--- config.mk ---
export PLATFORM = sky130hd
export DESIGN_NAME = bcd_digit_writer_flat
export DESIGN_NICKNAME = d
export VERILOG_FILES = /design/src/rtl/bcd_digit_writer_if.sv /design/src/rtl/bcd_digit_writer.sv /design/src/flat_wrapper.sv
export SDC_FILE = /design/constraint.sdc
export NUM_CORES = 1
export LEC_CHECK = 0
export CAP_MARGIN = 10
export CORE_ASPECT_RATIO = 0.7
export CORE_MARGIN = 2
export CORE_UTILIZATION = 60
export CTS_CLUSTER_SIZE = 10
export DETAILED_ROUTE_END_ITERATION = 8
export MAX_ROUTING_LAYER = met4
export PLACE_DENSITY = 0.83
export SLEW_MARGIN = 15
export SYNTH_ARGS = -nofsm -noshare
export SYNTH_HDL_FRONTEND = slang
export SYNTH_SLANG_ARGS = --single-unit
--- constraint.sdc ---
create_clock -name clock -period 5.8 [get_ports clock]
set_clock_uncertainty 0.05 [all_clocks]
set_input_delay 1.74 -clock clock [delete_from_list [all_inputs] [get_ports clock]]
set_output_delay 1.74 -clock clock [all_outputs]
set_load 0.03 [all_outputs]
--- src/rtl/bcd_digit_writer_if.sv ---
// rtl/bcd_digit_writer_if.sv - request/digit-write bundle between a host and bcd_digit_writer
// The host drives start/value; the writer drives status and the display digit-write port.
interface bcd_digit_writer_if #(
  parameter int VALUE_W = 27
);
  logic               start;
  logic [VALUE_W-1:0] value;
  logic               busy;
  logic               done;
  logic               overflow;
  logic [3:0]         data_in;
  logic [3:0]         pos;

  modport master (
    output start, value,
    input  busy, done, overflow, data_in, pos
  );

  modport slave (
    input  start, value,
    output busy, done, overflow, data_in, pos
  );
endinterface

--- src/rtl/bcd_digit_writer.sv ---
// rtl/bcd_digit_writer.sv - binary to BCD (double dabble) feeder for the 8-digit display controller
// Optional BCD_OVERFLOW_SAT_EN: an overflowing value displays as all nines.
module bcd_digit_writer #(
  parameter int DIGITS  = 8,
  parameter int VALUE_W = 27
) (
  input  logic            clock,
  input  logic            reset,
  bcd_digit_writer_if.slave bus
);
  localparam int BCD_N = (VALUE_W + 2) / 3;
  localparam int CNT_W = $clog2(VALUE_W + 1);
`ifdef BCD_OVERFLOW_SAT_EN
  localparam bit SAT_EN = 1'b1;
`else
  localparam bit SAT_EN = 1'b0;
`endif

  typedef enum logic [1:0] {IDLE, CONVERT, EMIT, DONE} state_t;

  state_t             state;
  logic [VALUE_W-1:0] shift;
  logic [BCD_N*4-1:0] bcd;
  logic [BCD_N*4-1:0] bcd_adj;
  logic [BCD_N*4-1:0] bcd_next;
  logic [CNT_W-1:0]   bitcnt;
  logic [3:0]         k;
  logic               ovf_next;

  function automatic logic [3:0] emit_digit(input logic [BCD_N*4-1:0] b,
                                            input logic [3:0] idx,
                                            input logic ovf);
    if (SAT_EN && ovf)
      return 4'd9;
    return b[int'(idx)*4 +: 4];
  endfunction

  // One double-dabble step: add-3 correction folded into the shift.
  always_comb begin
    bcd_adj = bcd;
    for (int i = 0; i < BCD_N; i++) begin
      if (bcd[i*4 +: 4] >= 4'd5)
        bcd_adj[i*4 +: 4] = bcd[i*4 +: 4] + 4'd3;
    end
    bcd_next = {bcd_adj[BCD_N*4-2:0], shift[VALUE_W-1]};
    ovf_next = 1'b0;
    for (int i = 0; i < BCD_N; i++) begin
      if (i >= DIGITS && bcd_next[i*4 +: 4] != 4'd0)
        ovf_next = 1'b1;
    end
  end

  always_ff @(posedge clock or posedge reset) begin
    if (reset) begin
      state        <= IDLE;
      shift        <= '0;
      bcd          <= '0;
      bitcnt       <= '0;
      k            <= '0;
      bus.busy     <= 1'b0;
      bus.done     <= 1'b0;
      bus.overflow <= 1'b0;
      bus.pos      <= 4'hF;
      bus.data_in  <= 4'd0;
    end else begin
      case (state)
        IDLE: begin
          bus.pos     <= 4'hF;
          bus.data_in <= 4'd0;
          bus.done    <= 1'b0;
          bus.busy    <= 1'b0;
          if (bus.start) begin
            shift        <= bus.value;
            bcd          <= '0;
            bitcnt       <= '0;
            bus.overflow <= 1'b0;
            bus.busy     <= 1'b1;
            state        <= CONVERT;
          end
        end
        CONVERT: begin
          shift  <= shift << 1;
          bcd    <= bcd_next;
          bitcnt <= bitcnt + 1'b1;
          // Last step: the first write goes out on the very next cycle.
          if (bitcnt == CNT_W'(VALUE_W - 1)) begin
            bus.overflow <= ovf_next;
            k            <= 4'd0;
            bus.pos      <= 4'd0;
            bus.data_in  <= emit_digit(bcd_next, 4'd0, ovf_next);
            state        <= EMIT;
          end
        end
        EMIT: begin
          if (k == 4'(DIGITS - 1)) begin
            bus.pos     <= 4'hF;
            bus.data_in <= 4'd0;
            bus.done    <= 1'b1;
            state       <= DONE;
          end else begin
            k           <= k + 4'd1;
            bus.pos     <= k + 4'd1;
            bus.data_in <= emit_digit(bcd, k + 4'd1, bus.overflow);
          end
        end
        DONE: begin
          bus.done <= 1'b0;
          bus.busy <= 1'b0;
          state    <= IDLE;
        end
        default: state <= IDLE;
      endcase
    end
  end
endmodule

--- src/flat_wrapper.sv ---
// flat-port wrapper written by rule: the top's interface ports become plain ports
module bcd_digit_writer_flat 
#(
  parameter int DIGITS  = 8,
  parameter int VALUE_W = 27
)
  (clock, reset, bus_start, bus_value, bus_busy, bus_done, bus_overflow, bus_data_in, bus_pos);
  bcd_digit_writer_if #(.VALUE_W(VALUE_W)) bus_i ();
  input  logic clock;
  input  logic reset;
  input wire logic [$bits(bus_i.start)-1:0] bus_start;
  input wire logic [$bits(bus_i.value)-1:0] bus_value;
  output wire logic [$bits(bus_i.busy)-1:0] bus_busy;
  output wire logic [$bits(bus_i.done)-1:0] bus_done;
  output wire logic [$bits(bus_i.overflow)-1:0] bus_overflow;
  output wire logic [$bits(bus_i.data_in)-1:0] bus_data_in;
  output wire logic [$bits(bus_i.pos)-1:0] bus_pos;
  assign bus_i.start = bus_start;
  assign bus_i.value = bus_value;
  assign bus_busy = bus_i.busy;
  assign bus_done = bus_i.done;
  assign bus_overflow = bus_i.overflow;
  assign bus_data_in = bus_i.data_in;
  assign bus_pos = bus_i.pos;
  bcd_digit_writer #(.DIGITS(DIGITS), .VALUE_W(VALUE_W)) u_core (.clock(clock), .reset(reset), .bus(bus_i));
endmodule
==> flow_metrics.py <==
metrics = {
    "logic_synthesis": {
        "synthArstFlopShare_pct": 100.0,
        "syn_nets": 530,
        "synth.mux.area_fraction_pct": 8.425,
        "synth_warnings": 0,
        "synth_ff_type": "dfrtp_1",
        "synthXorXnorAreaFrac_pct": 3.607,
        "synthSimpleGateAreaFrac_pct": 13.84,
        "synth.distinct_cells": 45,
        "synth_area_um2": 4648,
        "synth-seq-cells": 85,
        "synth_edf_count": 0,
        "synth_compound_area_share_pct": 16.85,
        "synth_top_family_by_area": "compound AO/OA/AOI/OAI gates",
        "avgSynthCellArea_um2": 9.827,
        "synth_fa_ha_area_share_pct": 7.268,
        "syn_inst": 473,
        "seq_area_frac_synth_pct": 45.87,
    },
    "critical_path": {
        "r2r_slack_ps": 3110,
        "crit_buf_inv": 2,
        "path_cells": "clkdlybuf4s50_1, nand2b_1, o21a_1, buf_4, o31ai_1, a32o_1",
        "start_kind": "input pin",
        "cp.depth": 6,
        "endpoint_kind": "flip-flop",
        "critPathMaxFanout": 25,
        "critPathSlowestCell": "o21a_1",
        "cp_data_required_time_ps": 6010,
        "r2r_end": "u_core.bcd[7]$_DFFE_PP0P_",
        "r2r_cells": 7,
        "critPathTopFamily": "compound AO/OA/AOI/OAI gates",
        "critPathArrivalTime_ps": 4010,
        "cpPeakStageDelay_ps": 680,
        "crit_path_start": "bus_start",
        "crit_type": "in2reg",
        "rr_startpoint": "u_core.state[1]$_DFFE_PP0P_",
    },
    "cells_and_area": {
        "num_antenna_cells": 0,
        "finalInstanceArea_um2": 5319,
        "fin_util_pct": 71.71,
        "layout-drive-gt1-share_pct": 5.273,
        "synthToLayoutAreaGrowth_pct": 14.43,
        "layout_commonest_cell": "dfrtp_1",
        "fin_cells": 610,
        "fin_nets": 565,
        "final_cell_mix": "dfrtp_1 (81), nor2_1 (56), nand2_1 (44)",
    },
    "outcome": {
        "status": "finished clean",
    },
    "route": {
        "finalWirelength_mm": 10.43,
        "drc": 0,
        "drtIter0Drc": 352,
        "vias": 3699,
        "first_pass_iters": 5,
        "routed_via_density": 6.064,
        "drtAntennaViolNets": 0,
        "post_drt_wl_per_cell_um": 17.10,
    },
    "min_path": {
        "holdPathEnd": "u_core.shift[24]$_DFFE_PP0P_",
        "whs_path_depth": 2,
        "hold_path.class": "reg2reg",
        "min_from": "u_core.shift[24]$_DFFE_PP0P_",
    },
    "run": {
        "cap_violations": 0,
    },
    "placement": {
        "gp_congestion": 0.8582,
        "place_ws_ps": 1659,
        "portBuffers": 40,
        "dp_cells": 595,
        "dpl_cell_area_um2": 5126,
        "hpwl_mm": 7.369,
    },
    "pwr": {
        "power.leakage_nw": 2.263,
        "ir_worst_vdd_mv": 0.4225,
        "p_per_area_nw_per_um2": 452.7,
        "p_total_mw": 2.408,
    },
    "clock_tree": {
        "cts_sinks": 85,
        "cts_hold_buf": 0,
        "post-cts-setup-buffer-count": 0,
        "cts_root_buffer": "clkbuf_8",
        "h-tree-depth": 3,
        "insertion_delay_ps": 370,
        "cts_made_buffers": 9,
        "cts_resized": 0,
        "clockBufferDepth": 2,
        "cts_tree": "done",
        "path_clk_slew_ps": 80,
    },
    "grt": {
        "grt_max_degree": 49,
        "grt_overflow": 0,
        "grtUsageTotal_pct": 28.27,
        "grt_pass1_vias": 3692,
        "antenna_found_initial": 0,
        "grt_pass1_wl_mm": 17.91,
    },
    "sta": {
        "worst_slack_ps": 2000,
        "relSlewSlack_pct": 45.13,
        "rsz0062_at_grt": "no",
        "fin_crit_ps": 3800,
        "fin_crit_sh_pct": 65.51,
        "slew_violations": 0,
        "fmax_ghz": 0.2632,
        "hold_viol": 0,
        "hold_ws_ps": 440.7,
        "worstMarginPinSlew_ps": 822.0,
        "tns_ps": 0,
        "setup_viol": 0,
    },
    "floorplanning": {
        "die_h_um": 77.64,
        "io_pins": 41,
        "start_util_pct": 62.67,
        "fp.dieW_um": 109.2,
        "rows": 26,
        "core_area_um2": 7417,
        "die_area_um2": 8478,
    },
}
how the worst max path moves through the flow:
stage | to | slack, ps
global placement | u_core.bcd[7]$_DFFE_PP0P_ | 1740
global route | u_core.bcd[7]$_DFFE_PP0P_ | 1900
floorplan | u_core.bcd[0]$_DFFE_PP0P_ | 1820
finish | u_core.bcd[7]$_DFFE_PP0P_ | 2000
detailed placement | u_core.bcd[7]$_DFFE_PP0P_ | 1660
CTS | u_core.bcd[7]$_DFFE_PP0P_ | 2040
cells by family (layout without fill, tap and decap cells):
group,count (synthesis),after routing
xor gates and xnor gates,17,17
AOI/OAI and AO/OA,128,128
DFF,85,85
muxes,26,26
and+or+nand+nor,141,141
adders and majority gates,27,27
buffers and inverters,49,88
power by group:
group | switching, mW | internal, mW
registers | 0.139 | 0.766
clock network | 0.210 | 0.221
logic | 0.672 | 0.400
total | 1.02 | 1.39
sequential cells by signal, indices dropped and copies added (netlist names):
name                 flops
u_core.bcd              36
u_core.k                 4
u_core.shift            27
u_core.state             2
u_core.bus.data_in       4
u_core.bus.pos           4
u_core.bus.busy          1
u_core.bus.overflow      1
u_core.bitcnt            5
u_core.bus.done          1
layout make-up:
type / count / area (um2)
clock buffers: 14 / 162.7
inverters: 28 / 106.4
clock inverters: 1 / 30.03
well taps: 98 / 122.6
multi-input cells: 339 / 2327
fillers: 575 / 2098
flip-flops and latches: 85 / 2132
repair buffers: 45 / 437.9
Yosys cell counts (all sizes together) (2+ instances only):
cell type	instances	share of area (%)
a21oi	30	3.2
xor2	7	1.7
mux4	8	4.5
mux2i	17	3.7
nor3b	6	0.97
and2	2	0.27
o21ai	39	4.2
dfstp	4	2.3
nand3	5	0.54
clkbuf	17	1.4
nand4	5	0.67
nor2	56	4.5
nand2	44	3.6
nand3b	2	0.32
o22ai	31	4.2
a22oi	3	0.48
or2	4	0.54
o32ai	3	0.57
buf	4	0.51
nand2b	11	1.5
a32o	7	1.5
xnor2	10	1.9
dfrtp	81	44
ha	27	7.3
inv	28	2.3
o31ai	7	1.1
worst reg2reg max path: stages (launching register included):
cell	delay [ps]
dfrtp_1	430
inv_1	120
ha_1	260
nand2b_1	260
o21a_1	680
buf_4	420
o31ai_1	140
a32o_1	220
routing by layer:
metal / routed length, um / vias to the layer above / GRT usage, %
li1: - / 1753 / -
met1: 4819 / 1810 / 38.44
met2: 4817 / 118 / 42.36
met3: 646 / 18 / 7.647
met4: 148 / 0 / 7.468
met5: 0 / - / -
Power figures use the tool's default switching activity.
